[src/rtl/imem_loader_pkg.sv]
// Shared definitions for the serial imem loader.
//   rx_state_t        receiver FSM states
//   DEFAULT_BAUD_DIV  clocks per UART bit at 50 MHz / 115200 baud
//   FRAME_BITS        8N1 frame length (start + 8 data + stop)
//   DATA_BITS         payload bits per frame
package imem_loader_pkg;

  typedef enum logic [1:0] {
    IDLE,
    START,
    DATA,
    STOP
  } rx_state_t;

  localparam int unsigned DEFAULT_BAUD_DIV = 434;
  localparam int unsigned FRAME_BITS       = 10;
  localparam int unsigned DATA_BITS        = FRAME_BITS - 2;

endpackage

[src/rtl/imem_uart_loader_uart_rx_byte.sv]
// 8N1 UART byte receiver.
//   clk, rst     clock, asynchronous active-high reset
//   enable       receiver runs only while high; low forces IDLE
//   rxd          raw asynchronous serial input, idle high
//   byte_valid   one-cycle pulse in the stop-bit sample cycle, stop bit = 1
//   byte_data    received byte, valid with byte_valid
//   frame_err    one-cycle pulse in the stop-bit sample cycle, stop bit = 0
module uart_rx_byte
  import imem_loader_pkg::*;
#(
  parameter int unsigned BAUD_DIV = DEFAULT_BAUD_DIV
) (
  input  logic       clk,
  input  logic       rst,
  input  logic       enable,
  input  logic       rxd,
  output logic       byte_valid,
  output logic [7:0] byte_data,
  output logic       frame_err
);

  localparam int unsigned CW = $clog2(BAUD_DIV + 1);
  localparam logic [CW-1:0] HALF = CW'(BAUD_DIV / 2);
  localparam logic [CW-1:0] FULL = CW'(BAUD_DIV);

  rx_state_t     state, state_next;
  logic          sync1, sync2, rxd_prev;
  logic [CW-1:0] cnt, cnt_next;
  logic [2:0]    bit_idx, bit_idx_next;
  logic [7:0]    shreg, shreg_next;
  logic          start_pend, start_pend_next;
  logic          fall, tick;

  assign fall      = rxd_prev & ~sync2;
  // The counter expires as it reaches 1, so a load of N gives N clocks.
  assign tick      = (cnt == CW'(1));
  assign byte_data = shreg;

  always_ff @(posedge clk or posedge rst) begin
    if (rst) begin
      sync1      <= 1'b1;
      sync2      <= 1'b1;
      rxd_prev   <= 1'b1;
      state      <= IDLE;
      cnt        <= '0;
      bit_idx    <= '0;
      shreg      <= '0;
      start_pend <= 1'b0;
    end else begin
      sync1      <= rxd;
      sync2      <= sync1;
      rxd_prev   <= sync2;
      state      <= state_next;
      cnt        <= cnt_next;
      bit_idx    <= bit_idx_next;
      shreg      <= shreg_next;
      start_pend <= start_pend_next;
    end
  end

  always_comb begin
    state_next      = state;
    cnt_next        = cnt;
    bit_idx_next    = bit_idx;
    shreg_next      = shreg;
    start_pend_next = 1'b0;
    byte_valid      = 1'b0;
    frame_err       = 1'b0;
    if (!enable) begin
      state_next = IDLE;
    end else begin
      case (state)
        IDLE: begin
          if (fall || start_pend) begin
            state_next = START;
            cnt_next   = HALF;
          end
        end
        START: begin
          if (tick) begin
            cnt_next = FULL;
            if (sync2) begin
              state_next = IDLE;
            end else begin
              state_next   = DATA;
              bit_idx_next = '0;
            end
          end else begin
            cnt_next = cnt - 1'b1;
          end
        end
        DATA: begin
          if (tick) begin
            cnt_next     = FULL;
            shreg_next   = {sync2, shreg[7:1]};
            bit_idx_next = bit_idx + 3'd1;
            if (bit_idx == 3'(DATA_BITS - 1)) state_next = STOP;
          end else begin
            cnt_next = cnt - 1'b1;
          end
        end
        STOP: begin
          if (tick) begin
            state_next      = IDLE;
            byte_valid      = sync2;
            frame_err       = ~sync2;
            // A start edge seen while still in STOP is replayed from IDLE.
            start_pend_next = fall;
          end else begin
            cnt_next = cnt - 1'b1;
          end
        end
        default: state_next = IDLE;
      endcase
    end
  end

endmodule

[src/rtl/imem_uart_loader.sv]
// Serial instruction-memory loader: receives 8N1 bytes while io_load_imem
// is high, packs them little-endian into 32-bit words and writes them to
// consecutive imem word addresses starting at 0.
//   io_clk, io_reset  clock, asynchronous active-high reset
//   io_load_imem      load-mode enable (level); rising edge restarts a load
//   io_uart0_rxd      async serial input, idle high
//   imem_wr           one-cycle write strobe
//   imem_addr         word address, valid with imem_wr
//   imem_wdata        {byte3,byte2,byte1,byte0}, valid with imem_wr
//   busy              registered io_load_imem
//   word_count        words written since load start, saturating at 2^ADDR_WIDTH
//   frame_err         sticky: a stop bit was sampled 0
//   overflow          sticky: address wrapped past 2^ADDR_WIDTH-1
//   checksum          wrapping sum of written words (LOADER_CHECKSUM_EN only)
// Optional feature macro: LOADER_CHECKSUM_EN
module imem_uart_loader
  import imem_loader_pkg::*;
#(
  parameter int unsigned BAUD_DIV   = DEFAULT_BAUD_DIV,
  parameter int unsigned ADDR_WIDTH = 14
) (
  input  logic                  io_clk,
  input  logic                  io_reset,
  input  logic                  io_load_imem,
  input  logic                  io_uart0_rxd,
  output logic                  imem_wr,
  output logic [ADDR_WIDTH-1:0] imem_addr,
  output logic [31:0]           imem_wdata,
  output logic                  busy,
  output logic [ADDR_WIDTH:0]   word_count,
  output logic                  frame_err,
  output logic                  overflow
`ifdef LOADER_CHECKSUM_EN
  ,
  output logic [31:0]           checksum
`endif
);

  localparam logic [ADDR_WIDTH:0] WC_MAX = {1'b1, {ADDR_WIDTH{1'b0}}};

  logic                  load_q, load_rise;
  logic                  rx_valid, rx_ferr;
  logic [7:0]            rx_byte;
  logic [1:0]            lane;
  logic [23:0]           lanes;
  logic [ADDR_WIDTH-1:0] addr;

  assign load_rise = io_load_imem & ~load_q;
  assign busy      = load_q;

  uart_rx_byte #(
    .BAUD_DIV(BAUD_DIV)
  ) u_rx (
    .clk       (io_clk),
    .rst       (io_reset),
    .enable    (io_load_imem),
    .rxd       (io_uart0_rxd),
    .byte_valid(rx_valid),
    .byte_data (rx_byte),
    .frame_err (rx_ferr)
  );

  // Bytes 0..2 shift in from the top so that after three of them
  // lanes = {byte2,byte1,byte0}; byte3 completes the word directly.
  always_ff @(posedge io_clk or posedge io_reset) begin
    if (io_reset) begin
      load_q     <= 1'b0;
      imem_wr    <= 1'b0;
      imem_addr  <= '0;
      imem_wdata <= '0;
      word_count <= '0;
      frame_err  <= 1'b0;
      overflow   <= 1'b0;
      lane       <= '0;
      lanes      <= '0;
      addr       <= '0;
`ifdef LOADER_CHECKSUM_EN
      checksum   <= '0;
`endif
    end else begin
      load_q  <= io_load_imem;
      imem_wr <= 1'b0;
      if (load_rise) begin
        addr       <= '0;
        lane       <= '0;
        word_count <= '0;
        frame_err  <= 1'b0;
        overflow   <= 1'b0;
`ifdef LOADER_CHECKSUM_EN
        checksum   <= '0;
`endif
      end else begin
        if (rx_ferr) frame_err <= 1'b1;
        if (rx_valid) begin
          lane <= lane + 2'd1;
          if (lane == 2'd3) begin
            imem_wr    <= 1'b1;
            imem_addr  <= addr;
            imem_wdata <= {rx_byte, lanes};
            addr       <= addr + 1'b1;
            if (&addr) overflow <= 1'b1;
            if (word_count != WC_MAX) word_count <= word_count + 1'b1;
`ifdef LOADER_CHECKSUM_EN
            checksum   <= checksum + {rx_byte, lanes};
`endif
          end else begin
            lanes <= {rx_byte, lanes[23:8]};
          end
        end
      end
    end
  end

endmodule
[config.mk]
export PLATFORM = sky130hd
export DESIGN_NAME = imem_uart_loader
export DESIGN_NICKNAME = d
export VERILOG_FILES = /design/src/rtl/imem_loader_pkg.sv /design/src/rtl/imem_uart_loader_uart_rx_byte.sv /design/src/rtl/imem_uart_loader.sv
export SDC_FILE = /design/constraint.sdc
export NUM_CORES = 1
export LEC_CHECK = 0
export BUFFER_PORTS_ARGS = -buffer_cell sky130_fd_sc_hd__buf_2
export CAP_MARGIN = 20
export CORE_ASPECT_RATIO = 1.5
export CORE_UTILIZATION = 35
export CTS_BUF_LIST = sky130_fd_sc_hd__clkbuf_8
export DETAILED_ROUTE_END_ITERATION = 10
export SYNTH_ARGS = -nofsm -noshare
export SYNTH_HDL_FRONTEND = slang
export SYNTH_SLANG_ARGS = --single-unit
[constraint.sdc]
create_clock -name io_clk -period 6.5 [get_ports io_clk]
set_clock_uncertainty 0.15 [all_clocks]
set_input_delay 0.65 -clock io_clk [delete_from_list [all_inputs] [get_ports io_clk]]
set_output_delay 0.65 -clock io_clk [all_outputs]
set_load 0.01 [all_outputs]
### Word level (Yosys, flattened, before mapping)

Index checks and enable logic that the tools add are counted.

* add/subtract/negate cells: 5
* equality and inequality tests: 17
* multiplexer cells: 43
* bitwise gates (word level): 6
* reductions and logical operators: 19

Operators with widths (count)
* two-way mux 15 bit: 4
* two-way mux 14 bit: 3
* two-way mux 9 bit: 3
* case mux 9 bit (3 select lines): 1
* two-way mux 1 bit: 18
* two-way mux 2 bit: 9
* AND reduction 3 bit: 6
* adder 15 x 1 -> 15 bit, second input constant: 1
* != test 15 bit, second input constant: 1
* != test 3 x 2 -> 1 bit, second input constant: 5
* adder 14 x 1 -> 14 bit, second input constant: 1
* AND reduction 14 bit: 1
* nonzero test 2 bit: 6
* AND reduction 5 bit: 2
* equality test 9 x 1 -> 1 bit, second input constant: 1
* two-way mux 3 bit: 3
* subtractor 9 x 1 -> 9 bit, second input constant: 1
* case mux 2 bit (4 select lines): 1
* equality test 2 bit, second input constant: 3
* != test 2 x 1 -> 1 bit, second input constant: 3
* case mux 3 bit (2 select lines): 1
* != test 2 bit, second input constant: 2
* NOT 1 bit: 4
* adder 3 x 1 -> 3 bit, second input constant: 1
* 8 further kinds: 9

* flip-flop bits (word level): 131
* word-level logic and storage cells: 108

### Longest topological paths before layout

Gate-level depths: netlist of run 1.

* depth after elaboration: 6
* mapped depth: 9
* gate-level depth less buffers: 7

### Hierarchy

Synthesis of run 1 repeated with hierarchy kept, for this count alone.

* cell total of the unflattened synthesis: 456
* area total of the unflattened synthesis: 5841.9 sq um

Modules (own cells, without submodules)
* imem_uart_loader: times used 1, cells an instance 326, area each 4367.9 sq um, seq. area each 2627.5 sq um
* uart_rx_byte: times used 1, cells an instance 130, area each 1473.9 sq um, seq. area each 654.4 sq um

### Worst setup path before layout of run 1

No wires, ideal clock.

* kind: input to register
* from: input port io_load_imem
* to: register word_count[5]
* library setup time: 131 ps
* data arrival time: 2042 ps
* required time: 6219 ps
* path slack: 4178 ps
* stages: 8
* cell sequence: clkbuf_1 > and4_1 > and3_1 > buf_2 > o22ai_1 > clkbuf_1 > o21ai_0 > o31ai_1

* longest elaborated chain between the ends: 3
* elaborated cells between the ends (all ways): 7
* classes of those cells: mux: 2; bitwise: 1; reduce/logical: 4

RTL lines
* from (decl): RTL line imem_uart_loader.sv:24 `input logic io_load_imem,`
* bitwise AND 1 bit / two-way mux 1 bit (equally long branches): RTL line imem_uart_loader.sv:48, imem_uart_loader_uart_rx_byte.sv:69
* nonzero test 2 bit (no source line)
* AND reduction 3 bit (no source line)
* to (signal assigned): RTL line imem_uart_loader.sv:102 `if (word_count != WC_MAX) word_count <= word_count + 1'b1;`
* to (decl): RTL line imem_uart_loader.sv:30 `output logic [ADDR_WIDTH:0] word_count,`

Parallel ways exist; a longest one is shown, timed or not.
A chain may end at the register's enable or synchronous reset.

### Worst setup path after layout of run 1

* from: register u_rx.cnt[1]
* to: register lanes[18]

* longest elaborated chain between the ends: 5

RTL lines
* from (decl): RTL line imem_uart_loader_uart_rx_byte.sv:28 `logic [CW-1:0] cnt, cnt_next;`
* from (signal assigned): RTL line imem_uart_loader_uart_rx_byte.sv:54 `cnt <= cnt_next;`
* equality test 9 x 1 -> 1 bit: RTL line imem_uart_loader_uart_rx_byte.sv:36 `assign tick = (cnt == CW'(1));`
* two-way mux 1 bit: RTL line imem_uart_loader_uart_rx_byte.sv:103 `if (tick) begin`
* two-way mux 1 bit: RTL line imem_uart_loader_uart_rx_byte.sv:72 `case (state)`
* two-way mux 1 bit: RTL line imem_uart_loader_uart_rx_byte.sv:69 `if (!enable) begin`
* AND reduction 3 bit (no source line)
* to (signal assigned): RTL line imem_uart_loader.sv:107 `lanes <= {rx_byte, lanes[23:8]};`
* to (decl): RTL line imem_uart_loader.sv:45 `logic [23:0] lanes;`

No other way between the ends.

==> flow_summary.toml, run 1 <==
[placement]
place_area_mm2 = 0.00631
hpwl_um = 7920
portBuffers = 68
routabilityCongestion = 0.856

[clock_network]
ctsLongestPathBuffers = 2
cts.hold.buffers_added = 0
numCtsBuffers = 17
cts_tree = "built"
cts_root_buf = "clkbuf_8"
cts.sinks = 131
clock_insertion_delay_worst_skew_ns = 0.42
cts.clk_slew.worst_paths_ns = 0.08
post_cts_buffers = 0
cts-resized-gates = 0
htree_levels = 4

[power]
p_leak_uw = 0.00341
ir_drop_uv = 131
powerDensity_mw_per_mm2 = 259

[timing]
maxClockFrequency_mhz = 360
post-route-min-period_ns = 2.78
setup_viol = 0
finalMaxSlewViolations = 0
fin_setup_tns_ns = 0
tightest_slew_ns = 0.881
max-slew-margin-rel_pct = 41.3
fin_crit_sh_pct = 42.7
rsz0062_at_grt = "false"
finalHoldViolations = 0

[routing]
post-route-drc-count = 0
antenna_left = 0
detail_route.vias_per_cell = 5.12
wl_per_cell_um = 15.0
vias = 3941
dr.pass1.iters = 4
drtIter0Drc = 150
drt_wl_total_um = 11500

[worst_setup_path]
ff2ff_setup_slack_ns = 3.72
r2r-end = "lanes[18]"
critical_path_class = "reg -> reg"
critPathRequiredTime_ns = 6.64
path_max_fanout = 24
r2r_cells = 6
cp-end-kind = "flip-flop"
crit_arrival_ns = 2.92
startpoint_type = "flip-flop"
reg2reg_from = "u_rx.cnt[1]"

[floorplanning]
core_area_mm2 = 0.0161
die_h_um = 159
die_w_um = 107
dieArea_mm2 = 0.0170
io_pins = 69
rows = 57
initial_core_util_pct = 35.8

[synth]
synthTopCellsByCount = "dfrtp_1 (128), mux2_2 (57), nor2_1 (29), nand2_1 (27), o21ai_0 (25)"
syn-cell-area_mm2 = 0.00576
synth_flop_cell = "dfrtp_1"
synth_top_area_cell = "dfrtp_1"
netlist_top_cells_area = "dfrtp_1 (56%), mux2_2 (11%), mux2_1 (3.9%)"
yosys.cell_types.count = 49
synth_top_cell_area_share_pct = 55.6
synth_seq_cells = 131
synthesis.nets = 495
async_reset_ff_share_pct = 100
syn_area_per_cell_um2 = 12.1
synth_edf_count = 0
syn_inst = 478
ys_warn_count = 0
yosysMostFrequentCell = "dfrtp_1"
yosysSeqAreaShare_pct = 56.9

[status]
run_status = "complete, no violations"

[worst_hold_path]
hold_depth = 1
hold_start = "io_uart0_rxd"
min_path_type = "in -> reg"
whs_endpoint = "u_rx.sync1"

[finish]
regArea_mm2 = 0.00328
fin_nets = 567
multiInputGateArea_mm2 = 0.00232
fillers = 1557
finish.instance_area_mm2 = 0.00673
syn_to_final_growth_pct = 16.8
antenna_cells = 0
drive_gt1_share_pct = 30.2

[grt]
antenna_found_initial = 0
grt_max_degree = 71
overflow = 0
grt_pass1_vias = 4046
grt_pass1_wl_um = 19600
grt_use_total_pct = 14.4

[run]
cap_violations = 0
==> final cells by class <==
| class | instances | area share, % |
|---|---|---|
| clock inverters | 14 | 2.62 |
| inverters | 20 | 1.15 |
| flip-flops and latches | 131 | 48.7 |
| multi-input cells | 308 | 34.5 |
| well taps | 206 | 3.83 |
| clock buffers | 18 | 3.68 |
| repair buffers | 72 | 5.50 |
==> cell usage in the layout (no fill, tap or decap), types with 11 or more instances in the layout <==
cell / Yosys / routed
nand2_1: 27 / 27
nand4_1: 11 / 11
a21oi_1: 12 / 12
nor3_1: 11 / 11
o21ai_0: 25 / 25
xnor2_1: 12 / 12
nor2_1: 29 / 29
mux2_1: 20 / 20
nand3_1: 23 / 23
dfrtp_1: 128 / 128
buf_2: 8 / 68
clkbuf_8: 0 / 18
inv_1: 20 / 19
mux2_2: 57 / 57
ha_1: 13 / 13
==> critical path: stages (launching register included) <==
cell,delay (ns)
dfrtp_1,0.41
inv_1,0.11
ha_1,0.16
nor4b_4,0.43
and2_1,0.44
nand4b_4,0.47
mux2_1,0.47
==> kinds of logic (layout without fill, tap and decap cells) <==
logic type | count (synthesis) | after routing | share of synthesized area [%]
buf+inv | 39 | 124 | 2.78
compound gates | 70 | 70 | 7.64
fa+ha+maj | 13 | 13 | 2.82
flops | 131 | 131 | 56.9
xor+xnor | 18 | 18 | 2.73
mux | 79 | 79 | 15.4
simple gates | 128 | 128 | 11.7
==> flip-flops by register name, summed over array words and instances, names as in the netlist <==
name / flops
u_rx.sync1: 1
addr: 14
u_rx.bit_idx: 3
word_count: 15
imem_addr: 14
imem_wr: 1
u_rx.start_pend: 1
overflow: 1
lanes: 24
lane: 2
u_rx.sync2: 1
u_rx.rxd_prev: 1
u_rx.byte_data: 8
u_rx.cnt: 9
u_rx.state: 2
busy: 1
imem_wdata: 32
frame_err: 1
==> layer usage <==
metal	track usage (%)	share of wire [%]	routed length, um	up-vias
met5	0	0	0	-
met2	25.3	53	6060	82
met4	5.85	1.5	172	0
met3	3.60	3.0	347	13
met1	16.4	43	4930	1985
li1	-	-	-	1861
==> metrics by stage <==
stage                     cells  hold slack [ns]  util [%]  total power [uW]  setup WS [ns]
after floorplan             478            0.195         -               995           2.21
after global placement      737            0.197      39.1              1030           3.86
after detailed placement    737            0.199      39.1              1040           3.73
after CTS                   769            0.166      41.8              1760           3.71
after global routing        769            0.147      41.8              1820           3.51
final                       769            0.185      41.8              1740           3.72
==> worst max path at each step <==
stage / slack (ns) / cells after the start / to / start
6_report: 3.72 / 6 / lanes[18] / u_rx.cnt[1]
5_1_grt: 3.51 / 6 / lanes[18] / u_rx.cnt[1]
4_1_cts: 3.71 / 6 / lanes[18] / u_rx.cnt[1]
3_5_place_dp: 3.73 / 6 / lanes[3] / u_rx.cnt[1]
3_3_place_gp: 3.86 / 6 / lanes[3] / u_rx.cnt[1]
2_1_floorplan: 2.21 / 1 / addr[0] / io_reset
==> power breakdown <==
group / total, uW / internal (uW) / switching [uW]
clock: 722 / 394 / 328
combinational: 160 / 54.9 / 105
sequential: 862 / 835 / 26.5
total: 1740 / 1280 / 459
(Power assumes the default switching activity.)
==> run 2, diff against run 1 <==
==> constraint.sdc (replaced) <==
create_clock -name io_clk -period 2.28 [get_ports io_clk]
set_clock_uncertainty 0.15 [all_clocks]
set_input_delay 0.228 -clock io_clk [delete_from_list [all_inputs] [get_ports io_clk]]
set_output_delay 0.228 -clock io_clk [all_outputs]
set_load 0.01 [all_outputs]
==> run 2 against run 1 <==
Critical path type unchanged. Critical endpoint is now imem_wdata[29]. Sequential power increased to 2.9 times the previous value. Power rose to 2.9 times the previous value. Utilization rose by 1.8 points. First-iteration DRC count grew 13%. Via count increased by 4.1%. Final area up 4.4%. Global-route usage is 0.59 points higher. Largest cell class unchanged. Combinational power rose to 3.2 times the previous value. Flip-flop and latch count did not move. Clock-buffer cell count decreased by 1. Setup slack got worse by 3.6 ns.
==> flow_summary.toml, run 2 (synthesis gave the netlist of run 1 again) <==
[status]
run_status = "complete, no violations"

[clock_network]
ctsLongestPathBuffers = 2
cts_root_buf = "clkbuf_8"
htree_levels = 4
cts.sinks = 131
numCtsBuffers = 17
cts.clk_slew.worst_paths_ns = 0.08
cts_tree = "built"
clock_insertion_delay_worst_skew_ns = 0.43

[grt]
overflow = 0
grt_pass1_vias = 4236
grt_max_degree = 35
antenna_found_initial = 0
grt_pass1_wl_um = 20400
grt_use_total_pct = 14.9

[finish]
final_common_cell = "dfrtp_1"
largest_register = "imem_wdata"
regArea_mm2 = 0.00328
fin_nets = 600
syn_to_final_growth_pct = 21.9
final_cell_mix = "dfrtp_1 (128), buf_2 (69), mux2_2 (57)"
multiInputGateArea_mm2 = 0.00233
finish.instance_area_mm2 = 0.00703
antenna_cells = 0
reg_top3 = "imem_wdata (32), lanes (24), word_count (15)"
largest_reg_flops = 32
drive_gt1_share_pct = 34.1
fillers = 1539

[placement]
hpwl_um = 8730
pre_cts_ws_ns = 0.0600
routabilityCongestion = 0.894
portBuffers = 68
place_area_mm2 = 0.00655

[floorplanning]
initial_core_util_pct = 35.8
die_w_um = 107
io_pins = 69
rows = 57
core_area_mm2 = 0.0161
dieArea_mm2 = 0.0170
die_h_um = 159

[worst_setup_path]
crit_chain = "inv_2 -> ha_1 -> nor4b_4 -> buf_4 -> nand4_1 -> buf_6 -> buf_12 -> mux2_2"
r2r_cells = 8
critPathRequiredTime_ns = 2.45
ff2ff_setup_slack_ns = 0.08
startpoint_type = "flip-flop"
crit_arrival_ns = 2.37
cpMaxStageDelayCell = "dfrtp_1"
r2r-end = "imem_wdata[29]"
critical-path-top-delay-family = "buffers and inverters"
reg2reg_from = "u_rx.cnt[1]"
cp-end-kind = "flip-flop"
path_max_fanout = 28
critPathBufInv = 4
critPathMaxStageDelay_ns = 0.41
critical_path_class = "reg -> reg"

[worst_hold_path]
min_path_type = "reg -> reg"
hold_depth = 0
hold_start = "u_rx.sync1"
whs_endpoint = "u_rx.sync2"

[routing]
dr.pass1.iters = 4
vias = 4104
wl_per_cell_um = 15.3
post-route-drc-count = 0
detail_route.vias_per_cell = 5.12
drtIter0Drc = 169
drt_wl_total_um = 12200
antenna_left = 0

[timing]
fin_setup_tns_ns = 0
post-route-min-period_ns = 2.20
finalMaxSlewViolations = 0
maxClockFrequency_mhz = 455
tightest_slew_ns = 0.735
max-slew-margin-rel_pct = 50.9
fin_crit_sh_pct = 96.4
finalHoldViolations = 0
setup_slack_ns = 0.0817
setup_viol = 0

[run]
cap_violations = 0

[power]
ir_drop_uv = 444
powerDensity_mw_per_mm2 = 708
p_leak_uw = 0.00358
## run 2: cell count changes in the layout (fill, tap and decap cells not counted), sizes merged
cell and delta:
inv +2, bufinv -1, buf +30, clkbuf -1
dlygate4sd3 +3
## run 2: final cells by class
cell class | count | area share, %
inverter | 20 | 1.12
timing repair buffer | 105 | 9.63
sequential | 131 | 46.7
multi-input combinational | 308 | 33.1
tap | 206 | 3.67
clock inverter | 15 | 2.44
clock buffer | 17 | 3.33
## run 2: routing by layer
metal,GRT usage (%),part of all wire (%)
met1,17.0,41
met2,27.3,55
met3,2.99,3.1
met4,5.29,1.3
met5,0,0
## run 2: report_power, final
| group | leakage (uW) | internal, uW | switching [uW] |
|---|---|---|---|
| Combinational | 0.00158 | 201 | 316 |
| Sequential | 0.00180 | 2380 | 80.5 |
| Clock | 0.000193 | 1000 | 995 |
## run 2: worst max-delay path by stage
stage / cells past startpoint / endpoint / start / slack, ns
after global routing: 9 / word_count[9] / u_rx.cnt[1] / -0.02
final: 8 / imem_wdata[29] / u_rx.cnt[1] / 0.08
after detailed placement: 8 / imem_wdata[5] / u_rx.cnt[1] / 0.06
after global placement: 9 / word_count[1] / u_rx.cnt[1] / 0.16
after CTS: 8 / imem_wdata[19] / u_rx.cnt[1] / 0.05
after floorplan: 9 / word_count[5] / u_rx.state[0] / 0.12
## run 2: per-stage QoR
step                cells  hold WS, ns  utilization (%)  total power (uW)
floorplan             478       0.0825                -              2840
global placement      762        0.191             40.6              2980
CTS                   797        0.211             43.3              5020
global route          802        0.217             43.6              5170
detailed placement    762        0.188             40.6              3010
finish                802        0.209             43.6              4980
## run 2: repair_timing
action                                  4_1_cts  5_1_grt
hold buffers                                  3        0
endpoints found under the setup margin        0       50
gates resized for setup                       0        7
buffers inserted                              0        4
endpoints found under the hold margin        24        0
